===== config.mk =====
export PLATFORM = sky130hd
export DESIGN_NAME = regfile_sb
export DESIGN_NICKNAME = d
export VERILOG_FILES = /design/src/rtl/regfile_pkg.sv /design/src/rtl/regfile_scoreboard.sv /design/src/rtl/regfile_sb.sv
export SDC_FILE = /design/constraint.sdc
export NUM_CORES = 1
export LEC_CHECK = 0
export BUFFER_PORTS_ARGS = -buffer_cell sky130_fd_sc_hd__buf_2
export CAP_MARGIN = 40
export CORE_MARGIN = 2
export CORE_UTILIZATION = 45
export DETAILED_ROUTE_END_ITERATION = 8
export SLEW_MARGIN = 20
export SYNTH_ARGS = -nofsm -noshare
export SYNTH_HDL_FRONTEND = slang
export SYNTH_HIERARCHICAL = 1
export SYNTH_SLANG_ARGS = --single-unit

===== constraint.sdc =====
create_clock -name clk -period 2.75 [get_ports clk]
set_input_delay 0.275 -clock clk [delete_from_list [all_inputs] [get_ports clk]]
set_output_delay 0.275 -clock clk [all_outputs]
set_load 0.02 [all_outputs]

===== src/rtl/regfile_pkg.sv =====
// Shared constants for the WISC register file and the stages that talk to it.
// Address width is derived from the register count so decode/writeback agree on it.
package regfile_pkg;

    localparam int DATA_W_DEF   = 16;
    localparam int NUM_REGS_DEF = 16;

    // A two-entry file still needs a one-bit address.
    function automatic int addr_w(input int n);
        return (n <= 2) ? 1 : $clog2(n);
    endfunction

endpackage


===== src/rtl/regfile_scoreboard.sv =====
// Per-register busy bits: set on issue, cleared on writeback.
// If a register is issued and cleared in the same cycle, the issue wins.
module regfile_scoreboard
    import regfile_pkg::*;
#(
    parameter int NUM_REGS = NUM_REGS_DEF,
    parameter int ZERO_R0  = 0,
    localparam int AW      = addr_w(NUM_REGS)
) (
    input  logic                clk,
    input  logic                rst_n,
    input  logic                iss_en_i,
    input  logic [AW-1:0]       iss_addr_i,
    input  logic                clr_en_i,
    input  logic [AW-1:0]       clr_addr_i,
    output logic [NUM_REGS-1:0] busy_o
);

    logic [NUM_REGS-1:0] busy_q, busy_d;

    always_comb begin
        busy_d = busy_q;
        for (int r = 0; r < NUM_REGS; r++) begin
            if (iss_en_i && (int'(iss_addr_i) == r))
                busy_d[r] = 1'b1;
            else if (clr_en_i && (int'(clr_addr_i) == r))
                busy_d[r] = 1'b0;
        end
        // A hardwired-zero R0 never has a producer in flight.
        if (ZERO_R0 != 0)
            busy_d[0] = 1'b0;
    end

    always_ff @(posedge clk or negedge rst_n) begin
        if (!rst_n)
            busy_q <= '0;
        else
            busy_q <= busy_d;
    end

    assign busy_o = busy_q;

endmodule


===== src/rtl/regfile_sb.sv =====
// Mux-read register file with optional write bypass, optional zero R0,
// and a busy scoreboard that decode uses to stall on outstanding writes.
module regfile_sb
    import regfile_pkg::*;
#(
    parameter int DATA_W   = DATA_W_DEF,
    parameter int NUM_REGS = NUM_REGS_DEF,
    parameter int NUM_RD   = 2,
    parameter int BYPASS   = 1,
    parameter int ZERO_R0  = 0,
    localparam int AW      = addr_w(NUM_REGS)
) (
    input  logic                     clk,
    input  logic                     rst_n,
    input  logic                     wr_en,
    input  logic [AW-1:0]            wr_addr,
    input  logic [DATA_W-1:0]        wr_data,
    input  logic [NUM_RD*AW-1:0]     rd_addr,
    output logic [NUM_RD*DATA_W-1:0] rd_data,
    output logic [NUM_RD-1:0]        rd_busy,
    input  logic                     iss_en,
    input  logic [AW-1:0]            iss_addr,
    output logic [NUM_REGS-1:0]      busy_vec
);

    logic [NUM_REGS-1:0][DATA_W-1:0] mem_q, mem_d;
    logic                            wr_ok;

    assign wr_ok = wr_en && !((ZERO_R0 != 0) && (wr_addr == '0));

    always_comb begin
        mem_d = mem_q;
        if (wr_ok)
            mem_d[wr_addr] = wr_data;
    end

    always_ff @(posedge clk or negedge rst_n) begin
        if (!rst_n)
            mem_q <= '0;
        else
            mem_q <= mem_d;
    end

    // The raw write enable clears busy; the scoreboard itself pins R0 idle.
    regfile_scoreboard #(
        .NUM_REGS (NUM_REGS),
        .ZERO_R0  (ZERO_R0)
    ) u_sb (
        .clk        (clk),
        .rst_n      (rst_n),
        .iss_en_i   (iss_en),
        .iss_addr_i (iss_addr),
        .clr_en_i   (wr_en),
        .clr_addr_i (wr_addr),
        .busy_o     (busy_vec)
    );

    for (genvar g = 0; g < NUM_RD; g++) begin : g_rd
        logic [AW-1:0] ra;
        logic          is_zero;
        logic          hit;

        assign ra      = rd_addr[g*AW +: AW];
        assign is_zero = (ZERO_R0 != 0) && (ra == '0);
        assign hit     = (BYPASS != 0) && wr_en && (wr_addr == ra);

        assign rd_data[g*DATA_W +: DATA_W] = is_zero ? '0 :
                                             hit     ? wr_data : mem_q[ra];
        // A retiring write in this cycle already satisfies the reader.
        assign rd_busy[g] = !is_zero && busy_vec[ra] && !hit;
    end

endmodule


# After elaboration in Yosys (flattened, before gate mapping)

Cells that the tools add are included.

Magnitude comparators: 4
Equal/unequal tests: 32
Mux-type cells: 45
Reductions and logical operators: 57

Operators with widths:

| kind               | number |
|---|---|
| $bwmux 256         | 1 |
| $bmux 16 s4        | 2 |
| $mux 16            | 5 |
| $demux 16 s4       | 1 |
| $eq 4x4->1 const B | 16 |
| $logic_and 1x1->1  | 37 |
| $mux 1             | 34 |
| $eq 4x3->1 const B | 8 |
| $reduce_bool 2->1  | 16 |
| $eq 4x2->1 const B | 4 |
| $lt 4x5->1 const B | 3 |
| $bmux 1 s4         | 2 |
| $eq 4x1->1 const B | 2 |
| $eq 4x4->1         | 2 |
| $logic_not 4->1    | 2 |
| $ge 4x1->1 const B | 1 |
| $logic_not 1->1    | 2 |

Flip-flop bits (word level): 272
Input port bits: 36
Output and inout port bits: 50
Word-level logic and storage cells: 170

# Longest topological paths before layout

Gate-level depths: netlist of run 1.

Depth after elaboration: 5
Depth in mapped cells: 7
Depth with buffers taken out: 4

# Hierarchy

The synthesis of run 1 kept the hierarchy.

By module, submodules not included:

| module             | times used | cells an instance | area an instance (um2) | seq. area each (um2) |
|---|---|---|---|---|
| regfile_sb         | 1          | 907               | 14552.7                | 6406.1 |
| regfile_scoreboard | 1          | 64                | 665.6                  | 400.4 |

# Least setup slack after synthesis of run 1

No wires, ideal clock.

Path kind: input to output
From: input port rd_addr[7]
To: output port rd_busy[1]
Data arrival time: 1.730 ns
Required time: 2.475 ns
Slack: 0.745 ns
Cell stages on the path: 6
Buffers on the path: 3
Cells stage by stage: clkbuf_1 -> buf_2 -> buf_2 -> mux4_2 -> a211oi_1 -> a211oi_1

Word-level cells in the longest chain between the ends: 4
Elaborated cells on any way between the ends: 6
Classes of those cells: eq/ne (1); mux (2); reduce/logical (3)

Ends and longest elaborated chain:

| what                                                               | RTL line         | source |
|---|---|---|
| start: declaration                                                 | regfile_sb.sv:18 | `input logic [NUM_RD*AW-1:0] rd_addr,` |
| parallel branches: the longest is 3 deep, another holds $bmux 1 s4 | -                |  |
| $logic_and 1x1->1 *                                                | regfile_sb.sv:70 | `assign rd_busy[g] = !is_zero && busy_vec[ra] && !hit;` |
| end: declaration                                                   | regfile_sb.sv:20 | `output logic [NUM_RD-1:0] rd_busy,` |

Every way passes the cells marked *. The select of a mux whose other input is x is not followed.

# Worst setup path in the final report of run 1

From: register mem_q[179] (netlist name)
To: output port rd_data[3]

Word-level cells in the longest chain between the ends: 3

Ends and longest elaborated chain:

| what                          | RTL line         | source |
|---|---|---|
| start: declaration            | regfile_sb.sv:26 | `logic [NUM_REGS-1:0][DATA_W-1:0] mem_q, mem_d;` |
| start signal: assignment      | regfile_sb.sv:41 | `mem_q <= mem_d;` |
| $bmux 16 s4                   | regfile_sb.sv:68 | `hit ? wr_data : mem_q[ra];` |
| $mux 16 (not written as such) | regfile_sb.sv:68 |  |
| $mux 16                       | regfile_sb.sv:68 |  |
| end: declaration              | regfile_sb.sv:19 | `output logic [NUM_RD*DATA_W-1:0] rd_data,` |

Every way passes these cells. The select of a mux whose other input is x is not followed.

==> impl_results.md, run 1 <==
* Syn_area_per_cell at 15.7 um2
* First-pass GRT wire length at 60900 um
* TritonCTS clock tree: built
* Rel. slew slack at 57.4%
* CTS buffer count at 31
* DR WL/cell at 25.5 um
* Via-to-Cell Ratio at 5.96
* Setup crit start: mem_q[179]
* Largest net degree at the start of global routing at 78
* Worst hold path depth at 3
* Grt met1 use at 33.2%
* Antenna-violating nets left at 0
* Yosys top cell area share at 44.7%
* Final setup margin at 228 ps
* Vias at 9095
* Synthesized flop and latch total at 272
* Crit share post-route at 91.7%
* Global placer's final weighted congestion at 0.780
* Static leakage at 7.41 nW
* Setup violations, final at 0
* Fmax at 397 MHz
* GR Util met2 at 36.8%
* R2R depth at 1
* Multi-input logic area at 0.00796 mm2
* Die area at 0.0353 mm2
* Worst-Skew Late Latency at 570 ps
* Total detailed-routing wirelength at 39000 um
* Number of global-route vias before repair at 9686
* Core outline area at 0.0334 mm2
* FF-to-FF Start: mem_q[37]
* Largest cells by area after synthesis: dfrtp_1 45%, mux2_2 21%, mux4_2 20%
* Gr usage total at 22.8%
* Die Ht at 188 um
* Hold Crit Class: in -> reg
* Maximum root-to-sink buffer count at 3
* CTS sink count at 272
* PortBufs at 85
* Initial DRC count at 610
* Share of cells above drive strength 1 at 57.8%
* CTS clock-pin slew for the worst setup and hold paths at 60 ps
* Final slew viol count at 0
* Most Crowded Layer GR: met2
* Final setup TNS at 0 ps
* RSZ-0062 raised after global routing: false
* Crit start category: register
* CP arrival at 2250 ps
* Met3 Resource Use GR at 3.11%
* Total grt overflow at 0
* Fill cells at 2781
* Fin Clk Skew at 0 ps
* WHS at 53.3 ps
* Dominant cell type by area after synthesis: dfrtp_1
* Worst setup EP type: output pin
* Status: completed
* Hold_sp: iss_addr[0]
* Setup WS pre-CTS at 448 ps
* Initial antenna violation count at 2
* Cell variety after synth at 34
* Critical Path RT at 2480 ps
* Rows at 67
* YS warnings at 6
* Setup CP Type: reg -> out
* Final hold violation count at 0
* Initial Utilization at 45.5%
* Worst Path Max Fanout at 3
* Flop2flop setup slack at 1930 ps
* Root Driver: clkbuf_16
* Post-Syn Area at 0.0152 mm2
* DRC errors left at 0
* Ports at 86
* Router iterations before antenna repair at 4
* Max Cap Viol at 0
* Die Width at 188 um
* Cts repair resizes at 0
* Nets at 1090
* Sequential share of the synthesized area at 44.7%
* Synthesized instance count at 971
* PD cells at 773 mW/mm2
* Fin util at 52.4%
* H-tree levels at 1
* Synth Net Count at 1007
* DP Wirelength at 24500 um
* Least-Margin Pin Slew at 635 ps
* Worst Hold Endpoint: u_sb/busy_o[0]
* Peak VDD IR at 483 uV
* Capturing point of the worst reg2reg path: mem_q[37]
* Post-route minimum period at 2520 ps
* Register area at 0.00681 mm2
* Layout area overhead at 15.1%
==> synth_stat cells <==
| cell type | count |
|---|---|
| nor3_2 | 6 |
| or4_1 | 1 |
| nand2_1 | 8 |
| buf_12 | 2 |
| o21ai_0 | 24 |
| buf_8 | 2 |
| mux2_1 | 6 |
| or3b_4 | 1 |
| nand3b_1 | 4 |
| mux2i_1 | 98 |
| clkbuf_1 | 23 |
| or2_2 | 1 |
| mux2_2 | 282 |
| nor4_4 | 3 |
| buf_4 | 11 |
| or2_1 | 1 |
| dfrtp_1 | 272 |
| buf_2 | 31 |
| nand2b_1 | 5 |
| xnor2_1 | 2 |
| nand3_1 | 4 |
| buf_1 | 9 |
| nand2b_4 | 2 |
| nor2_2 | 3 |
| or3b_1 | 1 |
| buf_6 | 6 |
| mux4_2 | 136 |
| or3_1 | 2 |
| clkbuf_2 | 1 |
| o21ai_1 | 8 |
| xor2_1 | 6 |
| nor2b_1 | 3 |
| nor2_1 | 3 |
| a211oi_1 | 4 |
==> logic make-up (layout without fill, tap and decap cells) <==
group | count (synthesis) | in the layout | synth area share [%]
AOI/OAI and AO/OA | 36 | 36 | 1.25
xor gates and xnor gates | 8 | 8 | 0.460
buffers and inverters | 85 | 191 | 3.29
DFF | 272 | 272 | 44.7
muxes | 522 | 522 | 47.9
other | 0 | 2 | 0
and+or+nand+nor | 48 | 48 | 2.39
==> through the flow <==
step	area (um2)	instances	power, mW
global route	17500	1526	14.2
finish	17500	1527	13.5
floorplan	15200	971	8.11
CTS	17500	1525	13.7
detailed placement	16400	1468	9.11
global placement	16400	1468	9.01
==> critical path, cell delays in order, from the launching register on <==
cell,delay (ps)
dfrtp_1,400
mux4_2,460
mux2i_1,160
mux2i_1,150
mux2_2,330
buf_2,170
==> power breakdown <==
| group | internal, mW | total, mW | switching, mW |
|---|---|---|---|
| combinational | 2.02 | 3.40 | 1.39 |
| clock | 2.85 | 4.52 | 1.67 |
| sequential | 4.94 | 5.62 | 0.675 |
==> sequential cells by signal, summed over array words and instances, names as in the netlist <==
name	flops
u_sb/busy_o	16
mem_q	256
==> how the worst max path moves through the flow <==
stage	endpoint	slack [ps]
2_1_floorplan	rd_busy[1]	740
3_3_place_gp	rd_data[28]	460
3_5_place_dp	rd_data[28]	450
4_1_cts	rd_data[3]	240
5_1_grt	rd_data[3]	190
6_report	rd_data[3]	230
==> metal layers <==
| layer | wire length [um] | up-vias |
|---|---|---|
| met2 | 18600 | 188 |
| met5 | 0 | - |
| li1 | - | 3958 |
| met4 | 701 | 0 |
| met3 | 1530 | 46 |
| met1 | 18100 | 4903 |
==> what timing repair did <==
action	in CTS	in global routing
hold buffers	1	0
buffers inserted	0	0
hold endpoints to repair	47	0
==> cell usage in the layout, fill, tap and decap left out, types with 8 or more instances in the layout <==
cell         n
dfrtp_1    272
clkbuf_16   31
mux4_2     136
mux2i_1     98
clkbuf_8     9
buf_4       34
o21ai_1      8
buf_12      19
mux2_2     282
nand2_1      8
buf_2       80
o21ai_0     24
==> final cells by class <==
type / instances / area share (%)
antenna: 2 / 0.0286
clock buffer: 44 / 5.22
clock inverter: 12 / 1.20
multi-input combinational: 614 / 45.4
sequential: 272 / 38.9
tap: 448 / 3.20
timing repair buffer: 135 / 6.06
Power figures use the tool's default switching activity.
==> run 2: changes to the inputs <==
Settings changed: REMOVE_ABC_BUFFERS from default to 1.
==> impl_results.md, run 2 (synthesis gave the netlist of run 1 again) <==
* Antenna-violating nets left at 0 (unchanged)
* Fmax at 394 MHz (was 397 MHz)
* Int Power at 9.81 mW (about the same)
* Fin util at 52.4% (about the same)
* Fill cells at 2747 (was 2781)
* CP arrival at 2260 ps (was 2250 ps)
* Root Driver: clkbuf_16 (unchanged)
* Setup violations, final at 0 (unchanged)
* Initial DRC count at 439 (was 610)
* Switching power at 3.72 mW (was 3.73 mW)
* CTS clock-pin slew for the worst setup and hold paths at 60 ps (about the same)
* Total detailed-routing wirelength at 38700 um (was 39000 um)
* Via-to-Cell Ratio at 5.99 (was 5.96)
* Share of cells above drive strength 1 at 58.4% (was 57.8%)
* Largest net degree at the start of global routing at 73 (was 78)
* Initial Utilization at 45.5% (unchanged)
* Final hold violation count at 0 (unchanged)
* Post-route minimum period at 2540 ps (was 2520 ps)
* Max reg flops at 256 (unchanged)
* Worst hold path depth at 3 (unchanged)
* Crit share post-route at 92.2% (was 91.7%)
* Global placer's final weighted congestion at 0.786 (was 0.780)
* Final Cell Area at 0.0175 mm2 (about the same)
* Clock power share at 33.5% (was 33.4%)
* Placed Area at 0.0164 mm2 (about the same)
* Final setup TNS at 0 ps (unchanged)
* Maximum root-to-sink buffer count at 3 (unchanged)
* Fin Clk Skew at 0 ps (unchanged)
* Diode count at 0 (was 2)
* PD cells at 772 mW/mm2 (was 773 mW/mm2)
* FF-to-FF Start: mem_q[37] (unchanged)
* DR WL/cell at 25.2 um (was 25.5 um)
* Register area at 0.00681 mm2 (unchanged)
* Nets at 1098 (was 1090)
* Layout area overhead at 15.2% (was 15.1%)
* Static leakage at 7.45 nW (was 7.41 nW)
* Final slew viol count at 0 (unchanged)
* Combinational fraction of design power at 25.1% (about the same)
* Worst setup EP type: output pin (unchanged)
* DRC errors left at 0 (unchanged)
* Rel. slew slack at 60.4% (was 57.4%)
* PortBufs at 85 (unchanged)
* DP Wirelength at 24800 um (was 24500 um)
* First-pass GRT wire length at 60000 um (was 60900 um)
* Core outline area at 0.0334 mm2 (unchanged)
* CTS buffer count at 31 (unchanged)
* H-tree levels at 1 (unchanged)
* TritonCTS clock tree: built (unchanged)
* Flop2flop setup slack at 1930 ps (about the same)
* Setup crit start: mem_q[248] (was mem_q[179])
* Switching part of the total at 27.5% (was 27.6%)
* Capturing point of the worst reg2reg path: mem_q[37] (unchanged)
* RSZ-0062 raised after global routing: false (unchanged)
* Worst Path Max Fanout at 3 (unchanged)
* Total grt overflow at 0 (unchanged)
* Sequential group share of total power at 41.5% (about the same)
* Router iterations before antenna repair at 4 (unchanged)
* Setup CP Type: reg -> out (unchanged)
* Max Cap Viol at 0 (unchanged)
* Number of global-route vias before repair at 9656 (was 9686)
* Die Ht at 188 um (unchanged)
* Largest register by flop count: mem_q (unchanged)
* CTS sink count at 272 (unchanged)
* Gr usage total at 22.4% (was 22.8%)
* Vias at 9183 (was 9095)
* Multi-input logic area at 0.00796 mm2 (unchanged)
* Worst-Skew Late Latency at 550 ps (was 570 ps)
* Worst setup path end: rd_data[24] (was rd_data[3])
* Least-Margin Pin Slew at 591 ps (was 635 ps)
* Die area at 0.0353 mm2 (unchanged)
* Rows at 67 (unchanged)
* Crit start category: register (unchanged)
* Die Width at 188 um (unchanged)
* Ports at 86 (unchanged)
* R2R depth at 1 (unchanged)
* Critical Path RT at 2480 ps (about the same)
* Status: completed (unchanged)
* Hold Crit Class: in -> reg (unchanged)
* Peak VDD IR at 464 uV (was 483 uV)
* Commonest non-fill, non-tap cell in the layout: mux2_2 (unchanged)
* Most frequent cells in the layout: 282 x mux2_2, 272 x dfrtp_1, 136 x mux4_2 (unchanged)
* Cts repair resizes at 0 (unchanged)
* Initial antenna violation count at 0 (was 2)
-- run 2: cell count changes in the layout (fill, tap and decap cells not counted) --
cell,delta
diode_2,-2
buf_12,-4
clkinvlp_4,+2
buf_4,+12
clkinv_4,+1
clkbuf_1,-2
-- run 2: worst min path at each step --
| stage | from | end |
|---|---|---|
| 2_1_floorplan | rst_n | mem_q[0] |
| 3_3_place_gp | rst_n | mem_q[11] |
| 3_5_place_dp | rst_n | mem_q[75] |
| 4_1_cts | iss_addr[1] | u_sb/busy_o[3] |
| 5_1_grt | iss_addr[1] | u_sb/busy_o[3] |
| 6_report | iss_addr[1] | u_sb/busy_o[3] |
-- run 2: area by class of cell --
type	count	area share, %
multi-input combinational	614	45.4
tap	448	3.20
sequential	272	38.8
clock buffer	42	5.17
timing repair buffer	143	6.11
clock inverter	15	1.33
-- run 2: metal layers --
| layer | GRT usage, % | part of all wire, % | up-vias |
|---|---|---|---|
| li1 | - | - | 3968 |
| met1 | 32.1 | 45 | 4939 |
| met2 | 36.5 | 48 | 208 |
| met3 | 2.25 | 3.8 | 68 |
| met4 | 6.66 | 2.9 | 0 |
| met5 | 0 | 0 | - |
-- run 2: power groups by stage --
| stage | Clock (mW) | Combinational [mW] | Sequential [mW] |
|---|---|---|---|
| after floorplan | 0 | 2.44 | 5.50 |
| after global placement | 0 | 3.37 | 5.63 |
| after detailed placement | 0 | 3.42 | 5.67 |
| after CTS | 4.63 | 3.44 | 5.61 |
| after global routing | 4.78 | 3.65 | 5.76 |
| final | 4.53 | 3.39 | 5.61 |
-- run 2: timing repair --
item	in CTS	in global routing
hold buffers	1	0
hold endpoints to repair	53	0
setup buffers	0	0
-- run 2: through the flow --
stage	hold slack, ps	power [mW]	worst slack, ps	cells
3_3_place_gp	244	9.00	390	1476
4_1_cts	59.9	13.7	203	1534
3_5_place_dp	246	9.09	392	1476
5_1_grt	98.9	14.2	132	1534
2_1_floorplan	-20.6	7.94	834	886
6_report	81.0	13.5	215	1534
-- run 2: critical path, cell delays in order, from the launching register on --
cell and delay (ps):
dfrtp_1 390, mux4_2 460, mux2i_1 260, mux2i_1 150
mux2_2 280, buf_2 160
==> run 3: changes to the inputs <==
Settings changed: PLACE_DENSITY from default to 0.71.
==> impl_results.md, run 3 (synthesis gave the netlist of run 1 again) <==
* Status: completed (unchanged)
* Total grt overflow at 0 (unchanged)
* Rows at 67 (unchanged)
* PortBufs at 85 (unchanged)
* Fin util at 52.0% (was 52.4%)
* H-tree levels at 1 (unchanged)
* Slowest CP cell: mux4_2 (unchanged)
* Critical Path RT at 2480 ps (about the same)
* Hold Crit Class: in -> reg (unchanged)
* Fill cells at 2718 (was 2747)
* Die Ht at 188 um (unchanged)
* Commonest non-fill, non-tap cell in the layout: mux2_2 (unchanged)
* Initial antenna violation count at 1 (was 0)
* Total detailed-routing wirelength at 38800 um (was 38700 um)
* Worst-Skew Late Latency at 550 ps (about the same)
* RSZ-0062 raised after global routing: false (unchanged)
* Sequential group share of total power at 43.0% (was 41.5%)
* Cts repair resizes at 0 (unchanged)
* Post-layout power at 13.1 mW (was 13.5 mW)
* Least-Margin Pin Slew at 732 ps (was 591 ps)
* DP Wirelength at 24500 um (was 24800 um)
* Crit path buffers/inverters at 1 (unchanged)
* Global placer's final weighted congestion at 0.811 (was 0.786)
* Final setup margin at 267 ps (was 215 ps)
* Slowest stage delay, CP at 470 ps (was 460 ps)
* Setup WS pre-CTS at 351 ps (was 392 ps)
* WHS at 69.1 ps (was 81.0 ps)
* Int Power at 9.40 mW (was 9.81 mW)
* Rel. slew slack at 51.2% (was 60.4%)
* Max Cap Viol at 0 (unchanged)
* CP Cell Sequence: mux4_2 > mux2i_1 > mux2i_1 > mux2_2 > buf_2 (unchanged)
* Fmax at 403 MHz (was 394 MHz)
* Crit start category: register (unchanged)
* Post-route minimum period at 2480 ps (was 2540 ps)
* # Post-CTS Setup Buffers at 0 (unchanged)
* Die Width at 188 um (unchanged)
* Setup violations, final at 0 (unchanged)
* Maximum root-to-sink buffer count at 3 (unchanged)
* Final slew viol count at 0 (unchanged)
* First-pass GRT wire length at 61800 um (was 60000 um)
* Largest register by flop count: mem_q (unchanged)
* Worst setup EP type: output pin (unchanged)
* Peak VDD IR at 539 uV (was 464 uV)
* DR WL/cell at 25.4 um (was 25.2 um)
* Core outline area at 0.0334 mm2 (unchanged)
* Hold_buf cts at 1 (unchanged)
* Share of cells above drive strength 1 at 57.9% (was 58.4%)
* Diode count at 0 (unchanged)
* Max reg flops at 256 (unchanged)
* Die area at 0.0353 mm2 (unchanged)
* Critical path's top delay family: multiplexers (unchanged)
* Switching power at 3.66 mW (was 3.72 mW)
* Fin Clk Skew at 0 ps (unchanged)
* Switching part of the total at 28.0% (was 27.5%)
* Gr usage total at 22.9% (was 22.4%)
* Initial DRC count at 590 (was 439)
* Largest net degree at the start of global routing at 83 (was 73)
* CTS buffer count at 29 (was 31)
* CTS sink count at 272 (unchanged)
* CP arrival at 2210 ps (was 2260 ps)
* Static leakage at 7.37 nW (was 7.45 nW)
* Via-to-Cell Ratio at 6.10 (was 5.99)
* Number of global-route vias before repair at 10043 (was 9656)
* Setup CP Type: reg -> out (unchanged)
* Ports at 86 (unchanged)
* Vias at 9338 (was 9183)
* DRC errors left at 0 (unchanged)
* Crit share post-route at 90.3% (was 92.2%)
* Most frequent cells in the layout: 282 x mux2_2, 272 x dfrtp_1, 136 x mux4_2 (unchanged)
* Router iterations before antenna repair at 5 (was 4)
* Initial Utilization at 45.5% (unchanged)
* Worst Path Max Fanout at 3 (unchanged)
* Clock power share at 30.9% (was 33.5%)
* Root Driver: clkbuf_16 (unchanged)
* Antenna-violating nets left at 0 (unchanged)
* Nets at 1097 (was 1098)
* CTS clock-pin slew for the worst setup and hold paths at 60 ps (about the same)
* Layout area overhead at 14.2% (was 15.2%)
* TritonCTS clock tree: built (unchanged)
* Combinational fraction of design power at 26.1% (was 25.1%)
* Most Frequent Cell on Critical Path: mux2i_1 (unchanged)
* Final hold violation count at 0 (unchanged)
* Final setup TNS at 0 ps (unchanged)
* PD cells at 752 mW/mm2 (was 772 mW/mm2)
## run 3: routing by layer
layer / vias to the layer above / track usage (%) / share of wire [%]
met3: 72 / 3.63 / 5.0
met2: 256 / 38.6 / 49
met4: 2 / 5.57 / 2.3
met5: - / 0 / 0.039
met1: 5044 / 31.2 / 43
li1: 3964 / - / -
## run 3: worst paths after layout
check | to | depth (start not counted) | startpoint | slack [ps]
min | u_sb/busy_o[3] | 3 | iss_addr[1] | 70
max | rd_data[17] | 5 | mem_q[209] | 270
max reg2reg | mem_q[43] | 1 | mem_q[43] | 1940
min reg2reg | mem_q[45] | 1 | mem_q[45] | 510
max in group asynchronous | mem_q[66] | 3 | rst_n | 1600
min in group asynchronous | u_sb/busy_o[7] | 2 | rst_n | 290
## run 3: stage by stage
stage	cells	instance area [um2]
finish	1531	17400
global route	1531	17400
CTS	1531	17400
detailed placement	1477	16400
global placement	1477	16400
floorplan	886	14700
## run 3: power groups by stage
stage	sequential, mW	clock (mW)	combinational (mW)
after floorplan	5.50	0	2.44
after global placement	5.61	0	3.36
after detailed placement	5.69	0	3.44
after CTS	5.62	4.11	3.45
after global routing	5.77	4.29	3.68
final	5.63	4.03	3.41
## run 3: layout make-up
class	instances	area, um2	area share (%)
Clock buffer	47	913	5.26
Clock inverter	6	87.6	0.504
Multi-Input combinational cell	614	7960	45.8
Sequential cell	272	6810	39.2
Tap cell	448	561	3.23
Timing Repair Buffer	144	1050	6.06
## run 3: tightest hold or removal path, cell delays in order
cell and delay, ps:
buf_2 110, nand2_1 120, o21ai_1 70
